**config.mk**
```make
export PLATFORM = sky130hd
export DESIGN_NAME = mouse_decoder_flat
export DESIGN_NICKNAME = d
export VERILOG_FILES = /design/src/rtl/mouse_decoder_pkg.sv /design/src/rtl/mouse_decoder_if.sv /design/src/rtl/mouse_decoder_ps2_rx_byte.sv /design/src/rtl/mouse_decoder.sv /design/src/flat_wrapper.sv
export SDC_FILE = /design/constraint.sdc
export NUM_CORES = 1
export LEC_CHECK = 0
export ABC_AREA = 1
export BUFFER_PORTS_ARGS = -buffer_cell sky130_fd_sc_hd__buf_2
export CAP_MARGIN = 20
export CORE_ASPECT_RATIO = 1.75
export CORE_MARGIN = 5
export CORE_UTILIZATION = 55
export CTS_CLUSTER_SIZE = 20
export DETAILED_ROUTE_END_ITERATION = 16
export GPL_TIMING_DRIVEN = 0
export PLACE_DENSITY = 0.85
export SLEW_MARGIN = 20
export SYNTH_ARGS = -nofsm -noshare
export SYNTH_HDL_FRONTEND = slang
export SYNTH_SLANG_ARGS = --single-unit
```
**constraint.sdc**
```tcl
create_clock -name clk -period 2.1 [get_ports clk]
set_input_delay 0.105 -clock clk [delete_from_list [all_inputs] [get_ports clk]]
set_output_delay 0.105 -clock clk [all_outputs]
set_load 0.02 [all_outputs]
```
**src/rtl/mouse_decoder_pkg.sv**
```systemverilog
// Shared game package: screen geometry, mouse packet FSM states,
// and the axis clamp helper used by the cursor position logic.
package mouse_decoder_pkg;

    localparam int SCREEN_W     = 640;
    localparam int SCREEN_H     = 480;
    localparam int SCREEN_X_MAX = SCREEN_W - 1;
    localparam int SCREEN_Y_MAX = SCREEN_H - 1;

    typedef enum logic [1:0] {
        BYTE0,
        BYTE1,
        BYTE2
    } pkt_state_t;

    function automatic logic [10:0] clamp_axis(
        input logic signed [10:0] v,
        input logic signed [10:0] max
    );
        if (v < 0)
            return 11'd0;
        else if (v > max)
            return max;
        else
            return v;
    endfunction

endpackage

```
**src/rtl/mouse_decoder_if.sv**
```systemverilog
// PS/2 input pins and decoded cursor outputs of the mouse decoder.
// master = decoder side, slave = mouse/consumer side.
interface mouse_decoder_if;
    logic       ps2_clk;
    logic       ps2_data;
    logic [9:0] x;
    logic [8:0] y;
    logic       click;
    logic       left;
    logic       pkt_valid;

    modport master (
        input  ps2_clk, ps2_data,
        output x, y, click, left, pkt_valid
    );

    modport slave (
        output ps2_clk, ps2_data,
        input  x, y, click, left, pkt_valid
    );
endinterface

```
**src/rtl/mouse_decoder_ps2_rx_byte.sv**
```systemverilog
// PS/2 byte receiver: sync, falling-edge sampling, 11-bit framing, idle timeout.
// Parity is enforced only when MOUSE_PARITY_CHECK_EN is defined.
module ps2_rx_byte #(
    parameter int TIMEOUT_CYC = 100000
) (
    input  logic       clk,
    input  logic       rst_n,
    input  logic       ps2_clk,
    input  logic       ps2_data,
    input  logic       pkt_busy,
    output logic       byte_valid,
    output logic [7:0] rx_byte,
    output logic       frame_drop,
    output logic       timeout
);

`ifdef MOUSE_PARITY_CHECK_EN
    localparam bit PAR_CHECK = 1'b1;
`else
    localparam bit PAR_CHECK = 1'b0;
`endif

    localparam int TW = $clog2(TIMEOUT_CYC + 1);

    logic [1:0]    clk_sync;
    logic [1:0]    data_sync;
    logic          clk_prev;
    logic [3:0]    bit_cnt;
    logic [9:0]    shreg;
    logic [TW-1:0] idle_cnt;

    logic fall;
    logic din;
    logic par_odd;
    logic frame_ok;
    logic active;

    // Edge detect and frame validity of the bits collected so far.
    always_comb begin
        fall     = clk_prev & ~clk_sync[1];
        din      = data_sync[1];
        par_odd  = ^shreg[9:1];
        frame_ok = ~shreg[0] & din & (par_odd | ~PAR_CHECK);
        active   = (bit_cnt != 4'd0) | pkt_busy;
    end

    // Synchronizers, bit shifter, byte strobe and idle timeout.
    always_ff @(posedge clk or negedge rst_n) begin
        if (!rst_n) begin
            clk_sync   <= 2'b11;
            data_sync  <= 2'b11;
            clk_prev   <= 1'b1;
            bit_cnt    <= 4'd0;
            shreg      <= 10'd0;
            idle_cnt   <= '0;
            byte_valid <= 1'b0;
            rx_byte    <= 8'd0;
            frame_drop <= 1'b0;
            timeout    <= 1'b0;
        end else begin
            clk_sync   <= {clk_sync[0], ps2_clk};
            data_sync  <= {data_sync[0], ps2_data};
            clk_prev   <= clk_sync[1];
            byte_valid <= 1'b0;
            frame_drop <= 1'b0;
            timeout    <= 1'b0;
            if (fall) begin
                idle_cnt <= '0;
                if (bit_cnt == 4'd10) begin
                    bit_cnt <= 4'd0;
                    if (frame_ok) begin
                        byte_valid <= 1'b1;
                        rx_byte    <= shreg[8:1];
                    end else begin
                        frame_drop <= 1'b1;
                    end
                end else begin
                    shreg   <= {din, shreg[9:1]};
                    bit_cnt <= bit_cnt + 4'd1;
                end
            end else if (active) begin
                if (idle_cnt == TW'(TIMEOUT_CYC - 1)) begin
                    idle_cnt <= '0;
                    bit_cnt  <= 4'd0;
                    timeout  <= 1'b1;
                end else begin
                    idle_cnt <= idle_cnt + 1'b1;
                end
            end else begin
                idle_cnt <= '0;
            end
        end
    end

endmodule

```
**src/rtl/mouse_decoder.sv**
```systemverilog
// PS/2 mouse decoder: 3-byte packet FSM and clamped cursor position.
// Optional parity enforcement: define MOUSE_PARITY_CHECK_EN.
module mouse_decoder
    import mouse_decoder_pkg::*;
#(
    parameter int X_MAX       = SCREEN_X_MAX,
    parameter int Y_MAX       = SCREEN_Y_MAX,
    parameter int TIMEOUT_CYC = 100000
) (
    input logic                clk,
    input logic                reset,
    mouse_decoder_if.master    bus
);

    pkt_state_t state, state_nxt;

    logic       byte_valid;
    logic [7:0] rx_byte;
    logic       frame_drop;
    logic       timeout;
    logic       pkt_busy;

    logic       b0_left, b0_xs, b0_ys, b0_xo, b0_yo;
    logic [7:0] b1_q;

    logic [9:0] x_q, x_nxt;
    logic [8:0] y_q, y_nxt;
    logic       left_q, click_q, pkt_q;
    logic       pkt_done;

    logic [8:0]        dx, dy;
    logic signed [10:0] x_sum, y_sum;

    assign pkt_busy = (state != BYTE0);

    ps2_rx_byte #(
        .TIMEOUT_CYC (TIMEOUT_CYC)
    ) u_rx (
        .clk        (clk),
        .rst_n      (reset),
        .ps2_clk    (bus.ps2_clk),
        .ps2_data   (bus.ps2_data),
        .pkt_busy   (pkt_busy),
        .byte_valid (byte_valid),
        .rx_byte    (rx_byte),
        .frame_drop (frame_drop),
        .timeout    (timeout)
    );

    // Packet state register.
    always_ff @(posedge clk or negedge reset) begin
        if (!reset)
            state <= BYTE0;
        else
            state <= state_nxt;
    end

    // Next packet state; drops and timeouts abort to BYTE0.
    always_comb begin
        state_nxt = state;
        pkt_done  = 1'b0;
        if (frame_drop || timeout) begin
            state_nxt = BYTE0;
        end else if (byte_valid) begin
            unique case (state)
                BYTE0: if (rx_byte[3]) state_nxt = BYTE1;
                BYTE1: state_nxt = BYTE2;
                BYTE2: begin
                    state_nxt = BYTE0;
                    pkt_done  = 1'b1;
                end
                default: state_nxt = BYTE0;
            endcase
        end
    end

    // Signed movement and clamped new position; overflow freezes an axis.
    always_comb begin
        dx    = {b0_xs, b1_q};
        dy    = {b0_ys, rx_byte};
        x_sum = $signed({1'b0, x_q}) + $signed({{2{dx[8]}}, dx});
        y_sum = $signed({2'b00, y_q}) - $signed({{2{dy[8]}}, dy});
        x_nxt = b0_xo ? x_q : 10'(clamp_axis(x_sum, 11'(X_MAX)));
        y_nxt = b0_yo ? y_q : 9'(clamp_axis(y_sum, 11'(Y_MAX)));
    end

    // Header/byte1 capture and registered cursor outputs.
    always_ff @(posedge clk or negedge reset) begin
        if (!reset) begin
            b0_left <= 1'b0;
            b0_xs   <= 1'b0;
            b0_ys   <= 1'b0;
            b0_xo   <= 1'b0;
            b0_yo   <= 1'b0;
            b1_q    <= 8'd0;
            x_q     <= 10'(X_MAX / 2);
            y_q     <= 9'(Y_MAX / 2);
            left_q  <= 1'b0;
            click_q <= 1'b0;
            pkt_q   <= 1'b0;
        end else begin
            click_q <= 1'b0;
            pkt_q   <= 1'b0;
            if (byte_valid && state == BYTE0 && rx_byte[3]) begin
                b0_left <= rx_byte[0];
                b0_xs   <= rx_byte[4];
                b0_ys   <= rx_byte[5];
                b0_xo   <= rx_byte[6];
                b0_yo   <= rx_byte[7];
            end
            if (byte_valid && state == BYTE1)
                b1_q <= rx_byte;
            if (pkt_done) begin
                x_q     <= x_nxt;
                y_q     <= y_nxt;
                left_q  <= b0_left;
                click_q <= b0_left & ~left_q;
                pkt_q   <= 1'b1;
            end
        end
    end

    assign bus.x         = x_q;
    assign bus.y         = y_q;
    assign bus.left      = left_q;
    assign bus.click     = click_q;
    assign bus.pkt_valid = pkt_q;

endmodule

```
**src/flat_wrapper.sv**
```systemverilog
// flat-port wrapper written by rule: the top's interface ports become plain ports
module mouse_decoder_flat import mouse_decoder_pkg::*;
#(
    parameter int X_MAX       = SCREEN_X_MAX,
    parameter int Y_MAX       = SCREEN_Y_MAX,
    parameter int TIMEOUT_CYC = 100000
)
  (clk, reset, bus_ps2_clk, bus_ps2_data, bus_x, bus_y, bus_click, bus_left, bus_pkt_valid);
  mouse_decoder_if bus_i ();
  input logic clk;
  input logic reset;
  input wire logic [$bits(bus_i.ps2_clk)-1:0] bus_ps2_clk;
  input wire logic [$bits(bus_i.ps2_data)-1:0] bus_ps2_data;
  output wire logic [$bits(bus_i.x)-1:0] bus_x;
  output wire logic [$bits(bus_i.y)-1:0] bus_y;
  output wire logic [$bits(bus_i.click)-1:0] bus_click;
  output wire logic [$bits(bus_i.left)-1:0] bus_left;
  output wire logic [$bits(bus_i.pkt_valid)-1:0] bus_pkt_valid;
  assign bus_i.ps2_clk = bus_ps2_clk;
  assign bus_i.ps2_data = bus_ps2_data;
  assign bus_x = bus_i.x;
  assign bus_y = bus_i.y;
  assign bus_click = bus_i.click;
  assign bus_left = bus_i.left;
  assign bus_pkt_valid = bus_i.pkt_valid;
  mouse_decoder #(.X_MAX(X_MAX), .Y_MAX(Y_MAX), .TIMEOUT_CYC(TIMEOUT_CYC)) u_core (.clk(clk), .reset(reset), .bus(bus_i));
endmodule
```
==> results of run 1 <==
## cells by family (layout without fill, tap and decap cells)
family,count (synthesis),in the layout,share of synthesized area [%]
compound gates,67,67,7.96
buf+inv,87,147,7.23
fa+ha+maj,26,26,7.39
flops,84,84,46.2
simple gates,309,309,29.1
xor+xnor,11,11,2.09
## how the worst max path moves through the flow
stage	startpoint	to	slack (ns)
floorplan	u_core.bus.y[0]	u_core.bus.y[4]	0.04
global placement	u_core.bus.y[0]	u_core.bus.y[6]	-0.21
detailed placement	u_core.bus.y[0]	u_core.bus.y[6]	-0.27
CTS	u_core.bus.y[0]	u_core.bus.y[5]	-0.008
global route	u_core.bus.x[0]	u_core.bus.x[6]	-0.20
finish	u_core.bus.x[0]	u_core.bus.x[6]	-0.03
## cell usage in the layout, fill, tap and decap left out, types with 3 or more instances in the layout
master	n
a21oi_1	14
nand3_1	20
dlygate4sd3_1	3
o21ai_0	34
nor2_4	4
nand2_2	33
clkbuf_1	5
nor2_1	38
nand2_4	8
o21ai_2	3
dfstp_2	19
nand3_2	6
a211oi_1	3
xnor2_1	4
nand4_1	12
o21ai_1	4
inv_1	71
nor2_2	6
xor2_1	7
clkbuf_16	9
buf_2	26
nand2_1	165
inv_2	8
buf_4	17
dfrtp_1	64
ha_1	20
nor3_1	8
## power by group through the flow
stage | Clock [W] | Sequential [W] | Combinational (W)
after floorplan | 0 | 0.00185 | 0.000504
after global placement | 0 | 0.00186 | 0.000640
after detailed placement | 0 | 0.00188 | 0.000681
after global routing | 0.00180 | 0.00186 | 0.00107
final | 0.00168 | 0.00185 | 0.000959
after CTS | 0.00171 | 0.00185 | 0.000739
## final cells by class
cell class / instances / area, um^2
buffer: 6 / 28.8
clock buffer: 11 / 233
clock inverter: 5 / 85.1
fill: 636 / 2660
inverter: 81 / 319
multi-input combinational: 413 / 2390
sequential: 84 / 2130
tap: 92 / 115
timing repair buffer: 44 / 298
## state kept, by name, summed over array words and instances (netlist names), 2 cells and up
name                   count
u_core.state               2
u_core.u_rx.clk_sync       2
u_core.b1_q                8
u_core.u_rx.rx_byte        8
u_core.u_rx.idle_cnt      17
u_core.bus.x              10
u_core.u_rx.shreg         10
u_core.u_rx.data_sync      2
u_core.u_rx.bit_cnt        4
u_core.bus.y               9
## cell usage after synthesis, types with 2 or more instances
master	number	area share [%]
o21ai_1	3	0.33
clkbuf_1	3	0.24
dfrtp_1	65	35
nor2_2	4	0.54
o22ai_1	2	0.27
xnor2_1	4	0.76
inv_1	78	6.4
nand4_1	12	1.6
nor3_2	2	0.43
nand3_1	25	2.7
nand2_1	203	17
dfstp_2	19	11
a211oi_1	3	0.49
ha_1	24	6.5
nor2_4	3	0.73
o21ai_0	38	4.1
nand2_2	4	0.54
nor3_1	8	0.87
a21oi_1	16	1.7
buf_2	2	0.22
inv_2	3	0.24
xor2_1	7	1.3
fa_1	2	0.87
nor2_1	41	3.3
## per-layer routing
metal	global-route usage [%]	part of all wire [%]
met2	41.6	57
met3	5.01	2.8
met5	0	0
met1	22.7	35
met4	12.8	4.3
## through the flow
step / setup WS (ns) / power, W / setup TNS, ns / instance area, um^2 / instances
after CTS: -0.00832 / 0.00430 / -0.00832 / 5410 / 735
after detailed placement: -0.267 / 0.00256 / -3.12 / 4890 / 702
after global routing: -0.198 / 0.00473 / -2.19 / 5600 / 736
final: -0.0264 / 0.00449 / -0.0877 / 5600 / 736
after global placement: -0.206 / 0.00250 / -2.21 / 4860 / 701
after floorplan: 0.0429 / 0.00235 / 0 / 4620 / 584
## what timing repair did
item / CTS / global route
cloned: 0 / 0
setup endpoints to repair: 16 / 19
gates resized for setup: 25 / 60
pin swaps: 15 / 26
endpoints found under the hold margin: 34 / 0
setup buffers: 14 / 1
hold buffers: 3 / 0
## critical path: cells and delay by family, from the launching register on
kind          cells  cell delay, ns
fa+ha+maj         2            0.48
simple gates     11            0.87
buf+inv           2            0.11
flops             1            0.56
==> results by group, run 1 <==
Status
  • Status: finished with violations
  • Violated checks: negative setup slack

Synth
  • EDFF count, synth: 0
  • Synthesized cell area: 0.00460 mm^2
  • Synthesized instance count: 584
  • Post-synthesis cell type count: 37
  • Seq cells post-synth: 84
  • Predominant post-synthesis flop cell: dfrtp_1
  • Mapped Nets: 614
  • Sequential share of the synthesized area: 46.2%
  • Synth warnings: 0
  • Post-Syn Area per Cell: 7.88 um^2
  • Async set-reset flop share out of synthesis: 100%

STA
  • Fmax: 0.470 GHz
  • RSZ-0062 raised after global routing: true
  • Final setup margin: -0.0264 ns
  • Post-route minimum period: 2.13 ns
  • Tcrit/Tclk final: 101%
  • Tightest Pin Transition: 0.508 ns
  • Slew Limit Fails: 0
  • Worst hold slack: 0.272 ns
  • Hold Fails Final Rpt: 0
  • Final setup violation count: 7
  • Slew margin rel.: 66.1%
  • Skew final: 0.00720 ns

Clock network
  • Max Root-Sink Buffers: 2
  • TritonCTS clock tree: yes
  • Clock slew seen by the registers of the worst setup and hold paths: 0.06 ns
  • CTS sink cnt: 84
  • CTS Buf Count: 9
  • Root Buffer: clkbuf_16
  • Htree depth: 3
  • Later-pin clock latency in the skew report: 0.34 ns

Route
  • WL final: 10.8 mm
  • Post-route ant nets: 0
  • DRC viols: 0
  • Via-to-Cell Ratio: 5.49
  • Length of the first detailed-routing pass in iterations: 5
  • Initial DRC Count: 231
  • DR vias: 4043
  • WL per Instance: 14.7 um

Flow run
  • MaxCap Viol Count: 0

Critical path
  • Worst path arrival time: 2.35 ns
  • Worst Setup End Kind: register
  • Max stage delay on crit path: 0.56 ns
  • R2r startpoint: u_core.bus.x[0]
  • Worst-path maximum fanout: 7
  • R2R setup slack: -0.03 ns
  • Critical path class: reg -> reg
  • Critical-path cell list: ha_4 -> inv_2 -> fa_2 -> inv_2 -> nand3_2 -> nand2_2 -> nand4_1 -> nand2_1 -> nand2_1 -> nand2_2 -> nand2_2 -> nand3_4 -> nand2_2 -> nand2_1 -> nand2_1
  • Req. time, crit path: 2.33 ns
  • R2R depth: 15
  • Crit-path slowest cell: dfstp_2
  • R2R Path End: u_core.bus.x[6]
  • Crit start category: register

Placed design
  • I/O Buffers: 25
  • DP HPWL: 7.66 mm
  • Global placer's final weighted congestion: 0.896

Die
  • Die X: 79.2 um
  • DIE HEIGHT: 131 um
  • Initial core utilization: 55.7%
  • Site Rows: 44
  • I/O pins: 26
  • Core Box Area: 0.00826 mm^2
  • Area of the die: 0.0104 mm^2

Min path
  • Min-delay worst type: in -> async

Pwr
  • Flop pwr share: 41.2%
  • Maximum vdd drop: 0.612 mV
  • P_int: 0.00313 W
  • Clk pwr share: 37.4%
  • Leakage power: 2.90 nW
  • Combinational share of power: 21.4%
  • Pwr/cell area: 802 mW/mm^2
  • P_sw: 0.00136 W
  • Sw Share: 30.4%

GRT
  • Vias in the first global route: 4014
  • Aggregate global routing overflow: 0
  • Total global-route track usage: 22.4%
  • Initial antenna violation count: 0
  • First-pass GRT wire length: 18.0 mm
  • Largest net degree at the start of global routing: 47

Final layout
  • Antenna diodes: 0
  • Nets: 669
  • Layout cells sized above 1: 25.6%
  • Post-route core utilization: 67.8%
  • Area Growth Syn to Fin: 21.6%
No activity file was read; power rests on OpenSTA's default activity.
==> inputs of run 2 (changes only) <==
Settings changed: MAX_ROUTING_LAYER set to met4, RECOVER_POWER set to 100, SETUP_SLACK_MARGIN set to 0.3.
==> run 2 against run 1 <==
Against the previous run: die area unchanged; clock power decreased by 10%; register-to-register slack hardly changed; clock skew hardly changed; wire length grew 4.6%; the run still ends with negative setup slack left; fmax about the same.
==> results by group, run 2 (same netlist as run 1, synthesis figures left out) <==
Status
  • Status: finished with violations
  • Violated checks: negative setup slack

Pwr
  • P_int: 0.00293 W (-6.2%)
  • Clk pwr share: 35.5% (-1.9 points)
  • Combinational share of power: 21.2% (-0.2 points)
  • Maximum vdd drop: 0.684 mV (+12%)
  • Flop pwr share: 43.3% (+2.1 points)
  • Sw Share: 31.3% (+0.92 points)
  • Leakage power: 2.84 nW (-2.1%)
  • Overall Power: 0.00427 W (-4.9%)
  • Pwr/cell area: 760 mW/mm^2 (-5.3%)
  • P_sw: 0.00134 W (-2.1%)

Clock network
  • Clock slew seen by the registers of the worst setup and hold paths: 0.07 ns (about the same)
  • TritonCTS clock tree: yes
  • CTS Buf Count: 9 (unchanged)
  • Htree depth: 3 (unchanged)
  • Max Root-Sink Buffers: 2 (unchanged)
  • CTS sink cnt: 84 (unchanged)
  • Later-pin clock latency in the skew report: 0.35 ns (about the same)
  • Root Buffer: clkbuf_16

Final layout
  • Nets: 676 (+1.0%)
  • Commonest non-fill, non-tap cell in the layout: nand2_1
  • Area Growth Syn to Fin: 22.0%
  • Biggest register: u_core.u_rx.idle_cnt
  • Antenna diodes: 0 (unchanged)
  • Max reg flops: 17 (unchanged)
  • Layout cells sized above 1: 22.6% (-3.0 points)
  • Post-route core utilization: 68.0% (+0.23 points)
  • Commonest non-fill, non-tap cells in the layout: nand2_1, inv_1, dfrtp_1
  • Filler cells: 607 (-4.6%)

Route
  • WL per Instance: 15.2 um (+3.6%)
  • Length of the first detailed-routing pass in iterations: 5 (unchanged)
  • Metal-1 WL: 4.19 mm (+9.5%)
  • Post-route ant nets: 0 (unchanged)
  • DR vias: 4050 (+0.17%)
  • Max Used Layer: met4
  • DRC viols: 0 (unchanged)
  • WL final: 11.3 mm (+4.6%)
  • Initial DRC Count: 282 (+22%)
  • Via-to-Cell Ratio: 5.45 (-0.77%)
  • Metal2 WL: 6.24 mm (+0.92%)
  • Routed wl met3: 415 um (+37%)

Critical path
  • Crit start category: register
  • Worst path arrival time: 2.42 ns (+0.07 ns)
  • Crit-path slowest cell: dfstp_2
  • Critical-path cell list: ha_4 -> inv_2 -> fa_2 -> inv_2 -> nand3_2 -> nand2_2 -> nand4_1 -> nand3_1 -> nand2_2 -> nand2_2 -> nand3_4 -> nand2_1 -> nand2_1 -> nand2_1
  • R2R depth: 14 (-1)
  • CP top delay family: simple AND/OR/NAND/NOR gates
  • Req. time, crit path: 2.39 ns (+0.06 ns)
  • Worst-path maximum fanout: 7 (unchanged)
  • Max stage delay on crit path: 0.55 ns (about the same)
  • R2R setup slack: -0.03 ns (about the same)
  • Worst Setup End Kind: register
  • R2R Path End: u_core.bus.x[0]
  • Critical path class: reg -> reg
  • R2r startpoint: u_core.bus.x[0]
  • Buffers and inverters on the worst path: 2 (unchanged)

STA
  • Slew Limit Fails: 0 (unchanged)
  • Slew margin rel.: 7.48% (-59 points)
  • Final setup violation count: 7 (unchanged)
  • RSZ-0062 raised after global routing: true
  • Tightest Pin Transition: 1.39 ns (+0.879 ns)
  • Tcrit/Tclk final: 101% (about the same)
  • Setup tns final: -0.0709 ns (+0.0168 ns)
  • Worst hold slack: 0.356 ns (+0.0835 ns)
  • Fmax: 0.470 GHz (about the same)
  • Skew final: 0.00743 ns (+0.000231 ns)
  • Hold Fails Final Rpt: 0 (unchanged)
  • Post-route minimum period: 2.13 ns (-0.000846 ns)
  • Final setup margin: -0.0256 ns (+0.000846 ns)

GRT
  • Aggregate global routing overflow: 0 (unchanged)
  • First-pass GRT wire length: 17.8 mm (-1.3%)
  • Total global-route track usage: 22.9% (+0.44 points)
  • Vias in the first global route: 4088 (+1.8%)
  • Largest net degree at the start of global routing: 61 (+30%)
  • Initial antenna violation count: 0 (unchanged)

Min path
  • Hold path depth: 0
  • Hold EP: u_core.u_rx.clk_sync[1]
  • Min-Delay Startpoint: u_core.u_rx.clk_sync[0]
  • Min-delay worst type: reg -> reg

Placed design
  • Global placer's final weighted congestion: 0.919 (+2.5%)
  • I/O Buffers: 25 (unchanged)
  • DP HPWL: 7.57 mm (-1.3%)

Die
  • Site Rows: 44 (unchanged)
  • Initial core utilization: 55.7% (unchanged)
  • DIE HEIGHT: 131 um (unchanged)
  • Core Box Area: 0.00826 mm^2 (unchanged)
  • Die X: 79.2 um (unchanged)
  • Area of the die: 0.0104 mm^2 (unchanged)
  • I/O pins: 26 (unchanged)

Flow run
  • MaxCap Viol Count: 0 (unchanged)
==> run 2: cell count changes in the layout (fill, tap and decap cells not counted), moves of 3 or more <==
cell	previous run	this run
a21oi_1	14	10
a21oi_2	1	5
buf_2	26	2
buf_4	17	20
buf_6	0	3
clkbuf_1	5	27
ha_4	2	5
nand2_1	165	176
nand2_2	33	23
o21ai_0	34	29
o21ai_1	4	9
==> run 2: per-stage QoR <==
| step | cells | worst slack (ns) | area (um^2) |
|---|---|---|---|
| global placement | 701 | -0.0505 | 4900 |
| global route | 743 | -0.142 | 5620 |
| floorplan | 584 | 0.0933 | 4660 |
| CTS | 731 | -0.00609 | 5430 |
| finish | 743 | -0.0256 | 5620 |
| detailed placement | 702 | -0.0660 | 4930 |
==> run 2: final cells by class <==
| class | count | area, um^2 | area share [%] |
|---|---|---|---|
| buffer | 6 | 35.0 | 0.624 |
| clock buffer | 10 | 239 | 4.25 |
| clock inverter | 6 | 46.3 | 0.824 |
| inverter | 81 | 317 | 5.64 |
| multi-input combinational | 413 | 2430 | 43.2 |
| sequential | 84 | 2130 | 37.9 |
| tap | 92 | 115 | 2.05 |
| timing repair buffer | 51 | 310 | 5.52 |
==> run 2: repair_timing <==
action	4_1_cts	5_1_grt
hold buffers	3	0
resized for setup	26	60
endpoints found under the hold margin	26	0
pin swaps	26	29
buffers inserted	10	12
endpoints found under the setup margin	21	55
==> run 2: routing by layer <==
metal	vias to the layer above	GRT usage, %
li1	1984	-
met1	1930	22.1
met2	98	41.3
met3	38	5.21
met4	0	13.0
met5	-	-
==> run 2: worst max path at each step <==
stage	cells after the start	from	to	slack, ns
floorplan	15	u_core.bus.x[0]	u_core.bus.x[6]	0.09
global placement	17	u_core.bus.y[0]	u_core.bus.y[4]	-0.05
detailed placement	16	u_core.u_rx.rx_byte[0]	u_core.bus.y[3]	-0.07
CTS	15	u_core.bus.x[0]	u_core.bus.x[6]	-0.006
global route	16	u_core.bus.y[0]	u_core.bus.y[7]	-0.14
finish	14	u_core.bus.x[0]	u_core.bus.x[0]	-0.03
==> run 2: power by group through the flow <==
stage	clock [W]	sequential (W)	combinational, W
global route	0.00161	0.00187	0.00101
CTS	0.00152	0.00185	0.000771
detailed placement	0	0.00187	0.000707
finish	0.00151	0.00185	0.000906
floorplan	0	0.00185	0.000527
global placement	0	0.00186	0.000666
==> inputs of run 3 (changes only) <==
Settings changed: PLACE_DENSITY 0.85 to 0.82.
Clock period 2.1 ns to 2.6 ns, I/O delays scaled along.
==> run 3 against run 2 <==
Against the previous run: the flow now finishes without violations; register-to-register slack better by 0.32 ns; first-iteration DRC count is 11% lower; fmax is 7.7% lower; clock power hardly changed; die area stayed put; final cell count is 1.6% lower; combinational power is 35% lower; critical path type unchanged; largest cell class unchanged.
==> results by group, run 3 (same netlist as run 1, synthesis figures left out) <==
Min path
  • Min-Delay Startpoint: u_core.u_rx.data_sync[0]
  • Hold EP: u_core.u_rx.data_sync[1]
  • Hold path depth: 0 (unchanged)
  • Min-delay worst type: reg -> reg

Die
  • Die X: 79.2 um (unchanged)
  • DIE HEIGHT: 131 um (unchanged)
  • I/O pins: 26 (unchanged)
  • Core Box Area: 0.00826 mm^2 (unchanged)
  • Site Rows: 44 (unchanged)
  • Area of the die: 0.0104 mm^2 (unchanged)
  • Initial core utilization: 55.7% (unchanged)

Critical path
  • Max stage delay on crit path: 0.54 ns (about the same)
  • Worst Setup End Kind: register
  • R2R depth: 16 (+2)
  • Crit start category: register
  • R2R setup slack: 0.30 ns (+0.32 ns)
  • R2R Path End: u_core.bus.y[1]
  • Critical path class: reg -> reg
  • Most frequent CP cell: nand2_1
  • R2r startpoint: u_core.bus.y[0]
  • Worst path arrival time: 2.58 ns (+0.16 ns)
  • CP startpoint: u_core.bus.y[0]
  • Req. time, crit path: 2.88 ns (+0.49 ns)
  • Worst-path maximum fanout: 7 (unchanged)
  • Critical-path cell list: inv_1 -> ha_1 -> inv_2 -> fa_2 -> nand2_1 -> nand2_2 -> nand4_1 -> nand2_1 -> nand2_2 -> nand2_1 -> nand2_1 -> nand2_1 -> nand2_1 -> inv_4 -> o21ai_0 -> nand2_1
  • Crit-path slowest cell: dfstp_2

Final layout
  • Commonest non-fill, non-tap cell in the layout: nand2_1
  • Design Area, Final: 0.00531 mm^2 (-5.5%)
  • Area Growth Syn to Fin: 15.3%
  • Biggest register: u_core.u_rx.idle_cnt
  • Max reg flops: 17 (unchanged)
  • Layout cells sized above 1: 12.7% (-9.9 points)
  • Filler cells: 682 (+12%)
  • Commonest non-fill, non-tap cells in the layout: nand2_1, inv_1, dfrtp_1
  • Nets: 664 (-1.8%)
  • Antenna diodes: 0 (unchanged)

STA
  • Fmax: 0.434 GHz (-7.7%)
  • Final setup margin: 0.297 ns (+0.322 ns)
  • Setup tns final: 0 ns (+0.0709 ns)
  • Slew Limit Fails: 0 (unchanged)
  • Slew margin rel.: 35.7% (+28 points)
  • Final setup violation count: 0 (-7)
  • Post-route minimum period: 2.30 ns (+0.178 ns)
  • Hold Fails Final Rpt: 0 (unchanged)
  • Worst hold slack: 0.356 ns (+0.000172 ns)
  • RSZ-0062 raised after global routing: true
  • Tcrit/Tclk final: 88.6% (-13 points)
  • Skew final: 0.00604 ns (-0.00139 ns)
  • Tightest Pin Transition: 0.965 ns (-0.423 ns)

Placed design
  • Global placer's final weighted congestion: 0.906 (-1.4%)
  • DP HPWL: 7.84 mm (+3.6%)
  • Placed inst area: 0.00487 mm^2 (-1.3%)
  • Dpl ws: 0.161 ns (+0.227 ns)
  • I/O Buffers: 25 (unchanged)

Clock network
  • Htree depth: 3 (unchanged)
  • TritonCTS clock tree: yes
  • Root Buffer: clkbuf_16
  • CTS sink cnt: 84 (unchanged)
  • Clock slew seen by the registers of the worst setup and hold paths: 0.06 ns (about the same)
  • Max Root-Sink Buffers: 2 (unchanged)
  • CTS Buf Count: 9 (unchanged)
  • Later-pin clock latency in the skew report: 0.34 ns (about the same)

GRT
  • Vias in the first global route: 4064 (-0.59%)
  • Initial antenna violation count: 0 (unchanged)
  • Total global-route track usage: 22.7% (-0.17 points)
  • Aggregate global routing overflow: 0 (unchanged)
  • First-pass GRT wire length: 17.7 mm (-0.23%)
  • Largest net degree at the start of global routing: 47 (-23%)

Status
  • Status: complete, no violations

Route
  • Post-route ant nets: 0 (unchanged)
  • Via-to-Cell Ratio: 5.39 (-1.2%)
  • WL final: 10.5 mm (-6.7%)
  • Length of the first detailed-routing pass in iterations: 4 (-1)
  • DR vias: 3937 (-2.8%)
  • Initial DRC Count: 251 (-11%)
  • WL per Instance: 14.4 um (-5.1%)
  • DRC viols: 0 (unchanged)

Pwr
  • Pwr/cell area: 676 mW/mm^2 (-11%)
  • Maximum vdd drop: 0.567 mV (-17%)
  • Leakage power: 2.72 nW (-4.1%)

Flow run
  • MaxCap Viol Count: 0 (unchanged)
-- run 3: changes by cell type in the layout (fill, tap and decap cells not counted), sizes merged --
cell	delta
clkinvlp	-2
bufinv	+3
buf	-12
inv	-1
-- run 3: critical path: cells and delay by family (launching register included) --
family | cells | cell delay, ns
buffers and inverters | 3 | 0.26
adders and majority gates | 2 | 0.42
and+or+nand+nor | 10 | 0.93
DFF | 1 | 0.54
AOI/OAI and AO/OA | 1 | 0.09
-- run 3: how the worst max path moves through the flow --
stage	end	slack, ns	cells past startpoint
finish	u_core.bus.y[1]	0.30	16
floorplan	u_core.bus.x[6]	0.44	15
CTS	u_core.bus.x[6]	0.26	15
detailed placement	u_core.bus.x[6]	0.16	15
global route	u_core.bus.y[0]	0.13	16
global placement	u_core.bus.x[6]	0.21	15
-- run 3: power by group --
part	switching (W)	internal, W	leakage [nW]	total [W]
clock	0.000526	0.000976	0.175	0.00150
combinational	0.000389	0.000202	1.46	0.000591
sequential	0.0000787	0.00141	1.09	0.00149
total	0.000994	0.00259	2.72	0.00359
-- run 3: cell type report --
cell class                 instances  area (um^2)  area share (%)
multi-input combinational        413         2160            40.6
sequential                        84         2130            40.0
inverter                          81          307            5.77
clock buffer                      10          239            4.50
timing repair buffer              39          224            4.22
clock inverter                     6          119            2.24
tap                               92          115            2.17
buffer                             6         23.8           0.448
-- run 3: stage by stage --
stage	util (%)	cells	power, W
4_1_cts	63.8	721	0.00358
3_3_place_gp	58.7	701	0.00202
6_report	64.3	731	0.00359
5_1_grt	64.3	731	0.00377
2_1_floorplan	-	584	0.00190
3_5_place_dp	58.9	702	0.00206
-- run 3: repair_timing --
| item | in CTS | in global routing |
|---|---|---|
| hold buffers | 3 | 0 |
| cloned | 0 | 0 |
| endpoints found under the hold margin | 30 | 0 |
| setup buffers | 0 | 10 |
| resized for setup | 5 | 18 |
| endpoints found under the setup margin | 13 | 16 |
| pin swaps | 0 | 10 |
-- run 3: routing by layer --
| metal | share of wire (%) | up-vias | track usage, % | wire length [um] |
|---|---|---|---|---|
| met5 | 0 | - | - | 0 |
| met3 | 3.0 | 23 | 3.43 | 320 |
| met4 | 2.8 | 0 | 11.5 | 300 |
| li1 | - | 1954 | - | - |
| met1 | 35 | 1879 | 20.6 | 3720 |
| met2 | 59 | 81 | 44.4 | 6200 |
